[src/rtl/led_flow_ctrl_if.sv]
// Configuration and LED drive bundle for led_flow_ctrl; carries pwm_duty only
// when LED_FLOW_PWM_EN is defined. dbg_* expose the latched configuration.
interface led_flow_ctrl_if #(
    parameter int LED_NUM = 4,
    parameter int LVL_W   = 3
);
    // cfg_vld is a valid-only strobe with no ready: every strobed cycle is
    // accepted, latches cfg_mode/cfg_level and restarts the pattern.
    logic               cfg_vld;
    logic [1:0]         cfg_mode;
    logic [LVL_W-1:0]   cfg_level;
`ifdef LED_FLOW_PWM_EN
    logic [3:0]         pwm_duty;
`endif
    logic [LED_NUM-1:0] led;
    logic               step_tick;
    logic               busy;
    logic [1:0]         dbg_mode;
    logic [LVL_W-1:0]   dbg_lvl;

`ifdef LED_FLOW_PWM_EN
    modport master (output cfg_vld, cfg_mode, cfg_level, pwm_duty,
                    input  led, step_tick, busy, dbg_mode, dbg_lvl);
    modport slave  (input  cfg_vld, cfg_mode, cfg_level, pwm_duty,
                    output led, step_tick, busy, dbg_mode, dbg_lvl);
`else
    modport master (output cfg_vld, cfg_mode, cfg_level,
                    input  led, step_tick, busy, dbg_mode, dbg_lvl);
    modport slave  (input  cfg_vld, cfg_mode, cfg_level,
                    output led, step_tick, busy, dbg_mode, dbg_lvl);
`endif
endinterface

[src/rtl/led_flow_ctrl.sv]
// LED pattern engine: OFF / BAR / ROTATE / BOUNCE at a STEP_CNT-cycle interval.
// Optional PWM dimming of the output is enabled by defining LED_FLOW_PWM_EN.
module led_flow_ctrl #(
    parameter int LED_NUM  = 4,
    parameter int LVL_W    = 3,
    parameter int STEP_CNT = 25_000_000,
    parameter int CNT_W    = 25
) (
    input  logic           sys_clk,
    input  logic           sys_rst_n,
    led_flow_ctrl_if.slave bus
);
    localparam int PW = (LED_NUM > 1) ? $clog2(LED_NUM) : 1;
    localparam logic [CNT_W-1:0] CNT_MAX   = CNT_W'(STEP_CNT - 1);
    localparam logic [LVL_W-1:0] LED_NUM_L = LVL_W'(LED_NUM);
    localparam logic [PW-1:0]    POS_MAX   = PW'(LED_NUM - 1);

    typedef enum logic [1:0] {
        MODE_OFF = 2'd0,
        MODE_BAR = 2'd1,
        MODE_ROT = 2'd2,
        MODE_BNC = 2'd3
    } mode_e;

    mode_e              mode_q, mode_d;
    logic [LVL_W-1:0]   lvl_q, lvl_d;
    logic [CNT_W-1:0]   cnt_q, cnt_d;
    logic               dir_q, dir_d;
    logic [PW-1:0]      pos_q, pos_d;
    logic [LED_NUM-1:0] pat_q, pat_d;
    logic               busy_q, busy_d;
    logic [LVL_W-1:0]   lvl_clamp;
    logic               tick;

    function automatic logic [LED_NUM-1:0] bar_mask(input logic [LVL_W-1:0] len);
        logic [LED_NUM-1:0] m;
        m = '0;
        for (int i = 0; i < LED_NUM; i++) m[i] = (LVL_W'(i) < len);
        return m;
    endfunction

    function automatic logic [LED_NUM-1:0] one_hot(input logic [PW-1:0] pos);
        logic [LED_NUM-1:0] m;
        m = '0;
        for (int i = 0; i < LED_NUM; i++) m[i] = (PW'(i) == pos);
        return m;
    endfunction

    function automatic logic [LED_NUM-1:0] rotl(input logic [LED_NUM-1:0] p);
        logic [LED_NUM-1:0] m;
        m = '0;
        for (int i = 0; i < LED_NUM; i++) m[i] = p[(i + LED_NUM - 1) % LED_NUM];
        return m;
    endfunction

    assign lvl_clamp = (bus.cfg_level > LED_NUM_L) ? LED_NUM_L : bus.cfg_level;
    assign tick      = busy_q && (cnt_q == CNT_MAX);

    always_comb begin
        mode_d = mode_q;
        lvl_d  = lvl_q;
        cnt_d  = cnt_q;
        dir_d  = dir_q;
        pos_d  = pos_q;
        pat_d  = pat_q;
        busy_d = busy_q;
        // A load always wins over a coincident terminal count.
        if (bus.cfg_vld) begin
            mode_d = mode_e'(bus.cfg_mode);
            lvl_d  = lvl_clamp;
            cnt_d  = '0;
            dir_d  = 1'b0;
            pos_d  = '0;
            busy_d = bus.cfg_mode[1];
            case (mode_e'(bus.cfg_mode))
                MODE_OFF: pat_d = '0;
                MODE_BAR: pat_d = bar_mask(lvl_clamp);
                MODE_ROT: pat_d = bar_mask((lvl_clamp == '0) ? LVL_W'(1) : lvl_clamp);
                default:  pat_d = one_hot('0);
            endcase
        end else if (busy_q) begin
            if (tick) begin
                cnt_d = '0;
                if (mode_q == MODE_ROT) begin
                    pat_d = rotl(pat_q);
                end else begin
                    // Direction flips on the edge that reaches an end, so ends dwell one step.
                    if (LED_NUM == 1) begin
                        pos_d = '0;
                    end else if (!dir_q) begin
                        pos_d = pos_q + 1'b1;
                        if (pos_d == POS_MAX) dir_d = 1'b1;
                    end else begin
                        pos_d = pos_q - 1'b1;
                        if (pos_d == '0) dir_d = 1'b0;
                    end
                    pat_d = one_hot(pos_d);
                end
            end else begin
                cnt_d = cnt_q + 1'b1;
            end
        end else begin
            cnt_d = '0;
        end
    end

    always_ff @(posedge sys_clk or negedge sys_rst_n) begin
        if (!sys_rst_n) begin
            mode_q <= MODE_OFF;
            lvl_q  <= '0;
            cnt_q  <= '0;
            dir_q  <= 1'b0;
            pos_q  <= '0;
            pat_q  <= '0;
            busy_q <= 1'b0;
        end else begin
            mode_q <= mode_d;
            lvl_q  <= lvl_d;
            cnt_q  <= cnt_d;
            dir_q  <= dir_d;
            pos_q  <= pos_d;
            pat_q  <= pat_d;
            busy_q <= busy_d;
        end
    end

    assign bus.step_tick = tick;
    assign bus.busy      = busy_q;
    assign bus.dbg_mode  = mode_q;
    assign bus.dbg_lvl   = lvl_q;

`ifdef LED_FLOW_PWM_EN
    logic [3:0] pwm_cnt_q, pwm_cnt_d;

    always_comb begin
        pwm_cnt_d = pwm_cnt_q + 4'd1;
    end

    always_ff @(posedge sys_clk or negedge sys_rst_n) begin
        if (!sys_rst_n) pwm_cnt_q <= 4'd0;
        else            pwm_cnt_q <= pwm_cnt_d;
    end

    assign bus.led = pat_q & {LED_NUM{pwm_cnt_q < bus.pwm_duty}};
`else
    assign bus.led = pat_q;
`endif
endmodule

[src/flat_wrapper.sv]
// flat-port wrapper written by rule: the top's interface ports become plain ports
module led_flow_ctrl_flat 
#(
    parameter int LED_NUM  = 4,
    parameter int LVL_W    = 3,
    parameter int STEP_CNT = 25_000_000,
    parameter int CNT_W    = 25
)
  (sys_clk, sys_rst_n, bus_cfg_vld, bus_cfg_mode, bus_cfg_level, bus_led, bus_step_tick, bus_busy, bus_dbg_mode, bus_dbg_lvl);
  led_flow_ctrl_if #(.LED_NUM(LED_NUM), .LVL_W(LVL_W)) bus_i ();
  input  logic sys_clk;
  input  logic sys_rst_n;
  input wire logic [$bits(bus_i.cfg_vld)-1:0] bus_cfg_vld;
  input wire logic [$bits(bus_i.cfg_mode)-1:0] bus_cfg_mode;
  input wire logic [$bits(bus_i.cfg_level)-1:0] bus_cfg_level;
  output wire logic [$bits(bus_i.led)-1:0] bus_led;
  output wire logic [$bits(bus_i.step_tick)-1:0] bus_step_tick;
  output wire logic [$bits(bus_i.busy)-1:0] bus_busy;
  output wire logic [$bits(bus_i.dbg_mode)-1:0] bus_dbg_mode;
  output wire logic [$bits(bus_i.dbg_lvl)-1:0] bus_dbg_lvl;
  assign bus_i.cfg_vld = bus_cfg_vld;
  assign bus_i.cfg_mode = bus_cfg_mode;
  assign bus_i.cfg_level = bus_cfg_level;
  assign bus_led = bus_i.led;
  assign bus_step_tick = bus_i.step_tick;
  assign bus_busy = bus_i.busy;
  assign bus_dbg_mode = bus_i.dbg_mode;
  assign bus_dbg_lvl = bus_i.dbg_lvl;
  led_flow_ctrl #(.LED_NUM(LED_NUM), .LVL_W(LVL_W), .STEP_CNT(STEP_CNT), .CNT_W(CNT_W)) u_core (.sys_clk(sys_clk), .sys_rst_n(sys_rst_n), .bus(bus_i));
endmodule
[config.mk]
export PLATFORM = sky130hd
export DESIGN_NAME = led_flow_ctrl_flat
export DESIGN_NICKNAME = d
export VERILOG_FILES = /design/src/rtl/led_flow_ctrl_if.sv /design/src/rtl/led_flow_ctrl.sv /design/src/flat_wrapper.sv
export SDC_FILE = /design/constraint.sdc
export NUM_CORES = 1
export LEC_CHECK = 0
export ABC_AREA = 1
export BUFFER_PORTS_ARGS = -buffer_cell sky130_fd_sc_hd__clkbuf_2
export CELL_PAD_IN_SITES_DETAIL_PLACEMENT = 0
export CELL_PAD_IN_SITES_GLOBAL_PLACEMENT = 1
export CORE_MARGIN = 4
export CORE_UTILIZATION = 47
export CTS_BUF_LIST = sky130_fd_sc_hd__clkbuf_16
export DETAILED_ROUTE_END_ITERATION = 10
export PLACE_DENSITY_LB_ADDON = 0.1
export SYNTH_ARGS = -nofsm -noshare
export SYNTH_HDL_FRONTEND = slang
export SYNTH_SLANG_ARGS = --single-unit
[constraint.sdc]
create_clock -name sys_clk -period 3.4 [get_ports sys_clk]
set_clock_uncertainty 0.05 [all_clocks]
set_input_delay 0.34 -clock sys_clk [delete_from_list [all_inputs] [get_ports sys_clk]]
set_output_delay 0.34 -clock sys_clk [all_outputs]
set_load 0.03 [all_outputs]
* After elaboration in Yosys (flattened, before gate mapping) *
Cells that the tools add are included.

storage, ports and cells
  memory bits (read-only) = 0
  memories kept = 0
  word-level logic and storage cells = 63
  RAM bits = 0
  output and inout port bits = 11
  latch bits = 0
  input port bits = 8
  register bits = 38

cells by class
  $add $sub $neg = 3
  divide/modulo/power cells = 0
  bitwise logic cells = 0
  $mul = 0
  shift operators = 0
  reduce and logical (&&, ||, !) cells = 9
  $lt $le $gt $ge = 9
  mux-type cells = 26
  eq/ne operators = 9

operators with widths
  cell                                                                   number
  25-bit two-way mux                                                     3
  25-bit by 1-bit adder with 25-bit output, second input constant        1
  25-bit equality test, second input constant                            1
  2-bit two-way mux                                                      9
  4-bit two-way mux                                                      4
  1-bit by 3-bit < comparator with 1-bit output, first input constant    4
  2-bit by 3-bit < comparator with 1-bit output, first input constant    4
  4-bit one-hot mux with 3 select lines                                  1
  1-bit two-way mux                                                      7
  2-bit equality test, second input constant                             3
  2-bit logical NOT                                                      3
  3-bit two-way mux                                                      2
  2-bit equality test, first input constant                              2
  2-bit nonzero test                                                     2
  3-bit greater-than comparator, second input constant                   1
  3-bit logical NOT                                                      1
  3-bit AND reduction                                                    1
  2-bit by 1-bit adder with 2-bit output, second input constant          1
  1-bit by 2-bit equality test with 1-bit output, first input constant   1
  2-bit by 1-bit equality test with 1-bit output, second input constant  1
  2-bit != test, second input constant                                   1
  2-bit AND reduction                                                    1
  2-bit by 1-bit subtractor with 2-bit output, second input constant     1
  1-bit logical AND                                                      1

* Longest topological paths before layout *
Gate-level depths: netlist (run 1).

  depth in word-level cells = 11
  gate-level depth with buffers = 10
  gate-level depth less buffers = 10

* Least setup slack after synthesis (run 1) *
Ideal clock, no wire load.

  path type = register -> output
  start point = register u_core.cnt_q[0]
  end point = output port bus_step_tick
  path slack = 1.665 ns
  cell stages (with the launch flop) = 8
  path buffers = 0
  arrival = 1.345 ns
  data required time = 3.010 ns
  path through = dfrtp_1 -> ha_1 -> nand3_2 -> inv_2 -> nand2_1 -> nor2_2 -> nand2_1 -> nor2_2

on the way
  word-level cells in the longest chain between the ends = 2

RTL lines
  element                 RTL line              RTL
  start, declared         led_flow_ctrl.sv:27   logic [CNT_W-1:0] cnt_q, cnt_d;
  start signal, assigned  led_flow_ctrl.sv:119  cnt_q <= cnt_d;
  25-bit equality test    led_flow_ctrl.sv:57   assign tick = busy_q && (cnt_q == CNT_MAX);
  1-bit logical AND       led_flow_ctrl.sv:57
  end, declared           flat_wrapper.sv:17    output wire logic [$bits(bus_i.step_tick)-1:0] bus_step_tick;

Every way passes these cells.

* Worst setup path after layout (run 1) *
Ends and elaborated chain as after synthesis.

==> results.sh, run 1 <==
export IMPL_status="complete, no violations"
export IMPL_irDropWorstVdd_mv=0.305
export IMPL_wl_per_cell_um=12.5
export IMPL_reg2regPathDepth=10
export IMPL_post_cts_resized=0
export IMPL_vias_per_cell=4.91
export IMPL_clock_tree_htree_level_count=2
export IMPL_timing_hold_violations_final=0
export IMPL_grt_antenna_before_repair=0
export IMPL_most_common_layout_cells="nand2_1, nor2_1, dfrtp_1"
export IMPL_antennaDiodeCount=0
export IMPL_syn_area_um2=2230
export IMPL_synth_distinct_cells=30
export IMPL_grt_pass1_wl_mm=8.49
export IMPL_core_area_um2=4470
export IMPL_hold_path_class="in -> async"
export IMPL_design_die_area_um2=5900
export IMPL_min_period_ns=2.13
export IMPL_cts_buffers_inserted=5
export IMPL_root_buffer="clkbuf_16"
export IMPL_rsz0062_at_grt="no"
export IMPL_tritoncts="yes"
export IMPL_cp_startpoint="u_core.cnt_q[0]"
export IMPL_worstMarginPinSlew_ns=0.947
export IMPL_r2r_start="u_core.cnt_q[0]"
export IMPL_yosys_warnings=0
export IMPL_drt_pre_antenna_iters=4
export IMPL_fmax_mhz=469
export IMPL_maximum_root_to_sink_buffer_count=2
export IMPL_timing_setup_critical_path_class="reg -> out"
export IMPL_totalPowerFinal_mw=1.00
export IMPL_layout_area_seq_um2=926
export IMPL_gpl_final_weighted_congestion=0.759
export IMPL_power_sequential_fraction_pct=46.2
export IMPL_layout_commonest_cell="nand2_1"
export IMPL_cts_hold_buffers_added=0
export IMPL_synth_to_final_area_change_pct=11.9
export IMPL_gr_usage_all_layers_pct=17.8
export IMPL_multi_input_gate_area_um2=1130
export IMPL_die_x_um=76.8
export IMPL_portBuffers=18
export IMPL_post_synth_inst_count=303
export IMPL_wirelength_mm=4.71
export IMPL_grt_overflow_total=0
export IMPL_synthesis_nets=314
export IMPL_clock_transition_at_the_registers_of_the_reported_paths_ns=0.06
export IMPL_drt_drc_violations_left=0
export IMPL_pin_count=19
export IMPL_setup_viol=0
export IMPL_worst_slew_margin_relative_to_its_limit_pct=36.8
export IMPL_internal_reg_to_reg_setup_slack_ns=1.63
export IMPL_final_period_utilization_pct=62.7
export IMPL_crit_path_max_fanout=4
export IMPL_p_clk_share_pct=44.5
export IMPL_final_setup_tns_ns=0
export IMPL_number_of_clock_sinks=37
export IMPL_die_y_um=76.8
export IMPL_drive_gt1_share_pct=15.7
export IMPL_worst_path_largest_cell_delay_ns=0.38
export IMPL_grt_start_max_net_pins=38
export IMPL_detail_route_iter0_violations=94
export IMPL_critical_path_slowest_cell="dfrtp_1"
export IMPL_cellLeakagePower_nw=1.15
export IMPL_p_int_mw=0.744
export IMPL_p_sw_share_pct=25.7
export IMPL_nFillCells=450
export IMPL_floorplan_rows=24
export IMPL_post_cts_setup_buffer_count=0
export IMPL_crit_required_ns=3.01
export IMPL_worstPathCellList="ha_1 -> nand3_2 -> inv_2 -> nand2_1 -> nor2_2 -> nand2_1 -> nor2_2 -> clkbuf_2"
export IMPL_start_kind="register"
export IMPL_layout_nets=334
export IMPL_postSynthRegisterBits=37
export IMPL_synth_avg_cell_area_um2=7.35
export IMPL_yosysSeqAreaShare_pct=41.6
export IMPL_power_share_combinational_pct=9.3
export IMPL_clock_latency_ns=0.28
export IMPL_initial_utilization_pct=49.7
export IMPL_cap_violations=0
export IMPL_total_switching_power_mw=0.257
export IMPL_timing_max_transition_violations_final=0
export IMPL_power_per_cell_area_nw_per_um2=402
export IMPL_place_hpwl_mm=3.52
export IMPL_timing_critical_path_arrival_ns=1.74
export IMPL_number_of_global_route_vias_before_repair=1853
export IMPL_antenna_violating_nets_post_route=0
export IMPL_timing_critical_path_to_type="primary output"
export IMPL_num_vias=1847
==> cell type report <==
type | instances | area share (%)
Multi-Input combinational cell | 225 | 45.4
Sequential cell | 37 | 37.2
Inverter | 36 | 5.43
Clock buffer | 5 | 5.03
Timing Repair Buffer | 18 | 3.62
Tap cell | 52 | 2.61
Clock inverter | 3 | 0.704
==> state kept, by name, summed over array words and instances (netlist names) <==
signal and cells:
u_core.bus.dbg_lvl 3, u_core.bus.led 4, u_core.pos_q 2, u_core.dir_q 1, u_core.bus.dbg_mode 1, u_core.cnt_q 25
u_core.bus.busy 1
==> synth_stat cells <==
library cell  instances  area (um2)
o21ai_0               9        45.0
nand3_1              23         115
inv_2                 4        15.0
a211oi_1              1        7.51
xor2_1                7        61.3
nand3_2               2        20.0
nor2_1               56         210
nor2_4                2        22.5
nand4_2               1        12.5
a31oi_1               2        12.5
nand4_1               6        37.5
nor2_2                7        43.8
buf_2                 3        15.0
o22ai_1               1        6.26
nand2_4               2        22.5
o31ai_1               1        7.51
nor3_1                9        45.0
xnor2_1               4        35.0
nand2_2               5        31.3
inv_1                32         120
o21bai_1              1        7.51
nor3b_2               1        12.5
nand2_1              76         285
buf_4                 1        7.51
buf_6                 1        11.3
dfrtp_1              37         926
a21oi_1               2        10.0
ha_1                  3        37.5
nor2_8                1        20.0
nor3b_1               3        22.5
==> logic make-up after synthesis <==
logic type               after synthesis  synth area share, %
AO/OA/AOI/OAI                         17                 4.33
XOR/XNOR                              11                 4.33
adder cells (fa/ha/maj)                3                 1.69
buffers and inverters                 41                 7.59
flip-flops                            37                 41.6
AND/OR/NAND/NOR                      194                 40.5
==> metrics by stage <==
stage	area [um2]	util [%]	hold WS [ns]	cells	worst slack, ns
finish	2490	55.6	0.154	376	1.27
global route	2490	55.6	0.243	376	1.14
CTS	2490	55.6	0.191	376	1.24
detailed placement	2350	52.5	0.420	368	1.55
global placement	2350	52.5	0.416	368	1.57
floorplan	2230	-	-0.00559	303	1.67
==> worst max-delay path, delay by kind of cell (launching register included) <==
family	cells	cell delay (ns)
simple gates	5	0.57
flops	1	0.38
buf+inv	2	0.31
fa+ha+maj	1	0.21
==> path summary, 6_finish.rpt <==
| kind | to |
|---|---|
| min in group sys_clk | u_core.bus.dbg_lvl[0] |
| min | u_core.cnt_q[19] |
| max | bus_step_tick |
| max reg2reg | u_core.cnt_q[5] |
| max in group asynchronous | u_core.cnt_q[3] |
| min reg2reg | u_core.cnt_q[0] |
==> metal layers <==
metal | vias up | global-route usage, % | wire (um)
met3 | 5 | 3.51 | 134
met4 | 0 | 3.80 | 41
met1 | 826 | 23.9 | 2370
li1 | 994 | - | -
met5 | - | 0 | 0
met2 | 22 | 29.6 | 2170
==> power groups by stage <==
stage | clock network (mW) | logic, mW | registers [mW]
global route | 0.487 | 0.105 | 0.465
floorplan | 0 | 0.0424 | 0.490
global placement | 0 | 0.0948 | 0.470
finish | 0.445 | 0.0931 | 0.463
detailed placement | 0 | 0.0951 | 0.470
CTS | 0.458 | 0.0951 | 0.463
Power figures use the tool's default switching activity.
==> inputs of run 2 (changes only) <==
--- a/config.mk
+++ b/config.mk
@@ -10,7 +10,7 @@
 export CELL_PAD_IN_SITES_DETAIL_PLACEMENT = 0
 export CELL_PAD_IN_SITES_GLOBAL_PLACEMENT = 1
 export CORE_MARGIN = 4
-export CORE_UTILIZATION = 47
+export CORE_UTILIZATION = 43
 export CTS_BUF_LIST = sky130_fd_sc_hd__clkbuf_16
 export DETAILED_ROUTE_END_ITERATION = 10
 export PLACE_DENSITY_LB_ADDON = 0.1
==> constraint.sdc (replaced) <==
create_clock -name sys_clk -period 2.22 [get_ports sys_clk]
set_clock_uncertainty 0.05 [all_clocks]
set_input_delay 0.222 -clock sys_clk [delete_from_list [all_inputs] [get_ports sys_clk]]
set_output_delay 0.222 -clock sys_clk [all_outputs]
set_load 0.03 [all_outputs]
==> run 2 against run 1 <==
Power rose by 53%. Flip-flop and latch count unchanged. Utilization decreased by 4.0 points. Non-clock buffer count rose by 2. First-iteration DRC count is 11% lower. Via count rose by 1.6%. Global-route usage is 0.50 points lower. Clock power increased by 52%. Die area is 8.3% higher. Hold slack worse by 0.027 ns. Sequential power up 53%. Cell count up 4.5%.
==> results.sh, run 2 (same netlist as run 1, synthesis figures left out) <==
export IMPL_power_per_cell_area_nw_per_um2=607
export IMPL_timing_max_transition_violations_final=0
export IMPL_clock_tree_htree_level_count=2
export IMPL_drive_gt1_share_pct=15.6
export IMPL_worst_slew_margin_relative_to_its_limit_pct=61.1
export IMPL_timing_critical_path_to_type="primary output"
export IMPL_internal_reg_to_reg_setup_slack_ns=0.45
export IMPL_pin_count=19
export IMPL_initial_utilization_pct=45.6
export IMPL_start_kind="register"
export IMPL_rsz0062_at_grt="no"
export IMPL_detailedPlace_worstSlack_ns=0.459
export IMPL_most_common_layout_cells="nand2_1, nor2_1, dfrtp_1"
export IMPL_r2r_start="u_core.cnt_q[0]"
export IMPL_grt_pass1_wl_mm=8.53
export IMPL_drt_drc_violations_left=0
export IMPL_layout_nets=336
export IMPL_tritoncts="yes"
export IMPL_number_of_clock_sinks=37
export IMPL_timing_setup_critical_path_class="reg -> out"
export IMPL_timing_hold_violations_final=0
export IMPL_nFillCells=512
export IMPL_wirelength_mm=4.94
export IMPL_detail_route_iter0_violations=84
export IMPL_die_x_um=79.9
export IMPL_core_area_um2=4880
export IMPL_layout_commonest_cell="nand2_1"
export IMPL_hold_path_class="in -> reg"
export IMPL_grt_overflow_total=0
export IMPL_gpl_final_weighted_congestion=0.784
export IMPL_cellLeakagePower_nw=1.16
export IMPL_register_with_the_most_flip_flops="u_core.cnt_q"
export IMPL_post_route_util_pct=51.7
export IMPL_final_setup_tns_ns=0
export IMPL_clock_transition_at_the_registers_of_the_reported_paths_ns=0.06
export IMPL_vias_per_cell=4.77
export IMPL_design_die_area_um2=6390
export IMPL_synth_to_final_area_change_pct=13.3
export IMPL_cts_buffers_inserted=5
export IMPL_crit_required_ns=1.95
export IMPL_minimum_setup_slack_in_the_final_design_ns=0.174
export IMPL_portBuffers=18
export IMPL_die_y_um=79.9
export IMPL_largest_register_ffs=25
export IMPL_post_cts_setup_buffer_count=0
export IMPL_gr_usage_all_layers_pct=17.3
export IMPL_place_hpwl_mm=3.76
export IMPL_r2r_end="u_core.cnt_q[22]"
export IMPL_num_vias=1876
export IMPL_number_of_global_route_vias_before_repair=1881
export IMPL_clock_latency_ns=0.28
export IMPL_floorplan_rows=25
export IMPL_setup_viol=0
export IMPL_cp_startpoint="u_core.cnt_q[0]"
export IMPL_grt_antenna_before_repair=0
export IMPL_drt_pre_antenna_iters=4
export IMPL_antennaDiodeCount=0
export IMPL_critPathCapture="bus_step_tick"
export IMPL_cap_violations=0
export IMPL_timing_critical_path_arrival_ns=1.77
export IMPL_status="complete, no violations"
export IMPL_grt_start_max_net_pins=25
export IMPL_reg2regPathDepth=10
export IMPL_irDropWorstVdd_mv=0.260
export IMPL_antenna_violating_nets_post_route=0
export IMPL_fmax_mhz=489
export IMPL_min_period_ns=2.05
export IMPL_crit_path_max_fanout=4
export IMPL_wl_per_cell_um=12.6
export IMPL_worstMarginPinSlew_ns=0.582
export IMPL_maximum_root_to_sink_buffer_count=2
export IMPL_worstHoldStart="bus_cfg_level[2]"
export IMPL_root_buffer="clkbuf_16"
export IMPL_final_period_utilization_pct=92.2
## run 2: cell count changes in the layout (fill, tap and decap cells not counted)
cell	previous run	this run
buf_4	0	1
inv_1	32	33
dlygate4sd3_1	0	1
clkinvlp_4	1	0
## run 2: how the worst min path moves through the flow
stage	to	cells past startpoint
2_1_floorplan	u_core.bus.busy	0
3_3_place_gp	u_core.cnt_q[13]	1
3_5_place_dp	u_core.cnt_q[13]	1
4_1_cts	u_core.bus.dbg_lvl[0]	2
5_1_grt	u_core.bus.dbg_lvl[0]	2
6_report	u_core.bus.dbg_lvl[0]	2
## run 2: worst max-delay path, stage by stage, from the launching register on
cell and delay, ns:
dfrtp_1 0.38, ha_1 0.21, nand3_2 0.16, inv_2 0.09, nand2_1 0.07, nor2_2 0.10
nand2_1 0.12, nor2_2 0.14, clkbuf_2 0.23
## run 2: power by group
part | internal [mW] | total, mW | switching [mW]
clock | 0.408 | 0.677 | 0.270
combinational | 0.0378 | 0.144 | 0.107
sequential | 0.692 | 0.709 | 0.0166
## run 2: what timing repair did
| item | in CTS | in global routing |
|---|---|---|
| hold endpoints to repair | 13 | 0 |
| resized for setup | 0 | 0 |
| hold buffers | 1 | 0 |
## run 2: layout make-up
type                       count  area, um2  share of cell area, %
tap                           67       83.8                   3.32
clock buffer                   5        125                   4.96
sequential                    37        926                   36.7
timing repair buffer          20        108                   4.27
clock inverter                 3       13.8                  0.546
inverter                      36        135                   5.36
multi-input combinational    225       1130                   44.8
## run 2: stage by stage
step | instance area, um2 | hold WS, ns | std cells | total power, mW
after floorplan | 2230 | -0.124 | 303 | 0.815
after global placement | 2370 | 0.116 | 384 | 0.868
after detailed placement | 2370 | 0.120 | 384 | 0.868
after CTS | 2520 | 0.122 | 393 | 1.55
after global routing | 2520 | 0.148 | 393 | 1.59
final | 2520 | 0.127 | 393 | 1.53
## run 2: metal layers
layer	track usage [%]	wire [um]	vias up
met5	0	0	-
met4	4.56	35	0
met3	3.61	164	5
met2	29.1	2340	32
met1	22.5	2400	842
li1	-	-	997
==> inputs of run 3 (changes only) <==
--- a/config.mk
+++ b/config.mk
@@ -10,7 +10,7 @@
 export CELL_PAD_IN_SITES_DETAIL_PLACEMENT = 0
 export CELL_PAD_IN_SITES_GLOBAL_PLACEMENT = 1
 export CORE_MARGIN = 4
-export CORE_UTILIZATION = 43
+export CORE_UTILIZATION = 47
 export CTS_BUF_LIST = sky130_fd_sc_hd__clkbuf_16
 export DETAILED_ROUTE_END_ITERATION = 10
 export PLACE_DENSITY_LB_ADDON = 0.1
==> constraint.sdc (replaced) <==
create_clock -name sys_clk -period 2.5 [get_ports sys_clk]
set_clock_uncertainty 0.05 [all_clocks]
set_input_delay 0.25 -clock sys_clk [delete_from_list [all_inputs] [get_ports sys_clk]]
set_output_delay 0.25 -clock sys_clk [all_outputs]
set_load 0.03 [all_outputs]
==> run 3 against run 2 <==
Hold slack worse by 0.065 ns. Critical path depth unchanged. Via count decreased by 0.96%. Setup slack improved by 0.30 ns. First-iteration DRC count is 65% higher. Non-clock buffer count decreased by 2. Global-route usage grew 0.30 points. Combinational power fell by 13%. Cell count down 4.6%. Sequential share of layout area up 0.63 points. Clock power fell by 15%.
==> results.sh, run 3 (same netlist as run 1, synthesis figures left out) <==
export IMPL_status="complete, no violations"
export IMPL_die_x_um=76.8
export IMPL_totalPowerFinal_mw=1.33
export IMPL_worst_slew_margin_relative_to_its_limit_pct=37.4
export IMPL_crit_path_max_fanout=4
export IMPL_hold_path_class="in -> async"
export IMPL_wl_per_cell_um=12.7
export IMPL_num_vias=1858
export IMPL_number_of_global_route_vias_before_repair=1786
export IMPL_post_cts_setup_buffer_count=0
export IMPL_reg2regPathDepth=10
export IMPL_maximum_root_to_sink_buffer_count=2
export IMPL_r2r_end="u_core.cnt_q[5]"
export IMPL_timing_critical_path_arrival_ns=1.73
export IMPL_largest_register_ffs=25
export IMPL_portBuffers=18
export IMPL_irDropWorstVdd_mv=0.406
export IMPL_place_hpwl_mm=3.53
export IMPL_cap_violations=0
export IMPL_initial_utilization_pct=49.7
export IMPL_crit_required_ns=2.20
export IMPL_p_int_mw=1.00
export IMPL_clock_latency_ns=0.27
export IMPL_register_with_the_most_flip_flops="u_core.cnt_q"
export IMPL_grt_antenna_before_repair=0
export IMPL_layout_area_seq_um2=926
export IMPL_synth_to_final_area_change_pct=11.4
export IMPL_cts_buffers_inserted=5
export IMPL_total_switching_power_mw=0.331
export IMPL_drive_gt1_share_pct=14.9
export IMPL_power_sequential_fraction_pct=47.2
export IMPL_power_per_cell_area_nw_per_um2=538
export IMPL_antenna_violating_nets_post_route=0
export IMPL_post_cts_resized=0
export IMPL_drt_pre_antenna_iters=4
export IMPL_timing_critical_path_to_type="primary output"
export IMPL_vias_per_cell=4.95
export IMPL_timing_hold_violations_final=0
export IMPL_grt_start_max_net_pins=38
export IMPL_setup_viol=0
export IMPL_min_period_ns=2.03
export IMPL_floorplan_rows=24
export IMPL_tritoncts="yes"
export IMPL_worstMarginPinSlew_ns=0.938
export IMPL_clock_tree_htree_level_count=2
export IMPL_design_die_area_um2=5900
export IMPL_multi_input_gate_area_um2=1130
export IMPL_gpl_final_weighted_congestion=0.772
export IMPL_timing_setup_critical_path_class="reg -> out"
export IMPL_r2r_start="u_core.cnt_q[0]"
export IMPL_p_sw_share_pct=24.8
export IMPL_start_kind="register"
export IMPL_most_common_layout_cells="nand2_1, nor2_1, dfrtp_1"
export IMPL_fmax_mhz=492
export IMPL_antennaDiodeCount=0
export IMPL_grt_pass1_wl_mm=8.36
export IMPL_pin_count=19
export IMPL_wirelength_mm=4.75
export IMPL_final_period_utilization_pct=81.2
export IMPL_internal_reg_to_reg_setup_slack_ns=0.77
export IMPL_rsz0062_at_grt="no"
export IMPL_grt_overflow_total=0
export IMPL_die_y_um=76.8
export IMPL_clock_transition_at_the_registers_of_the_reported_paths_ns=0.05
export IMPL_p_clk_share_pct=43.3
export IMPL_final_setup_tns_ns=0
export IMPL_cts_hold_buffers_added=0
export IMPL_root_buffer="clkbuf_16"
export IMPL_detailed_place_area_um2=2350
export IMPL_gr_usage_all_layers_pct=17.6
export IMPL_detail_route_iter0_violations=139
export IMPL_final_cell_area_um2=2480
export IMPL_cellLeakagePower_nw=1.15
export IMPL_number_of_clock_sinks=37
export IMPL_timing_max_transition_violations_final=0
export IMPL_core_area_um2=4470
export IMPL_layout_nets=334
export IMPL_drt_drc_violations_left=0
export IMPL_layout_commonest_cell="nand2_1"
export IMPL_power_share_combinational_pct=9.4
export IMPL_nFillCells=454
run 3: cell types whose count changed in the layout (fill, tap and decap cells not counted), sizes merged:
| cell | before | now |
|---|---|---|
| clkinv | 2 | 1 |
| dlygate4sd3 | 1 | 0 |
| buf | 1 | 0 |
run 3: worst max-delay path, cell delays in order (launching register included):
cell	delay, ns
dfrtp_1	0.38
ha_1	0.21
nand3_2	0.16
inv_2	0.09
nand2_1	0.07
nor2_2	0.10
nand2_1	0.11
nor2_2	0.12
clkbuf_2	0.22
run 3: worst max-delay path by stage:
stage	start	end	slack [ns]	cells after the start
global placement	u_core.cnt_q[0]	bus_step_tick	0.77	8
floorplan	u_core.cnt_q[0]	u_core.pos_q[0]	0.85	9
global route	u_core.cnt_q[0]	bus_step_tick	0.30	8
CTS	u_core.cnt_q[0]	bus_step_tick	0.44	8
detailed placement	u_core.cnt_q[0]	u_core.cnt_q[22]	0.74	10
finish	u_core.cnt_q[0]	bus_step_tick	0.47	8
run 3: final cells by class:
type                       count  area share, %
clock buffer                   5           5.05
timing repair buffer          18           3.63
inverter                      36           5.45
tap                           52           2.62
multi-input combinational    225           45.6
sequential                    37           37.3
clock inverter                 2          0.303
run 3: power by group through the flow:
| stage | combinational [mW] | sequential (mW) | clock (mW) |
|---|---|---|---|
| floorplan | 0.0576 | 0.666 | 0 |
| CTS | 0.129 | 0.630 | 0.595 |
| finish | 0.126 | 0.630 | 0.578 |
| global placement | 0.129 | 0.640 | 0 |
| global route | 0.142 | 0.631 | 0.629 |
| detailed placement | 0.129 | 0.640 | 0 |
run 3: per-stage QoR:
| step | hold WS, ns | util, % | cells | setup slack [ns] |
|---|---|---|---|---|
| floorplan | -0.0956 | - | 303 | 0.853 |
| global placement | 0.392 | 52.5 | 368 | 0.770 |
| detailed placement | 0.391 | 52.5 | 368 | 0.738 |
| CTS | 0.0973 | 55.4 | 375 | 0.439 |
| global route | 0.160 | 55.4 | 375 | 0.301 |
| finish | 0.0618 | 55.4 | 375 | 0.469 |
run 3: metal layers:
layer	routed length, um	track usage (%)	part of all wire (%)	vias to the layer above
met3	144	3.40	3.0	2
met2	2330	30.0	49	23
met1	2250	22.7	47	842
met5	0	0	0	-
li1	-	-	-	991
met4	27	4.71	0.57	0
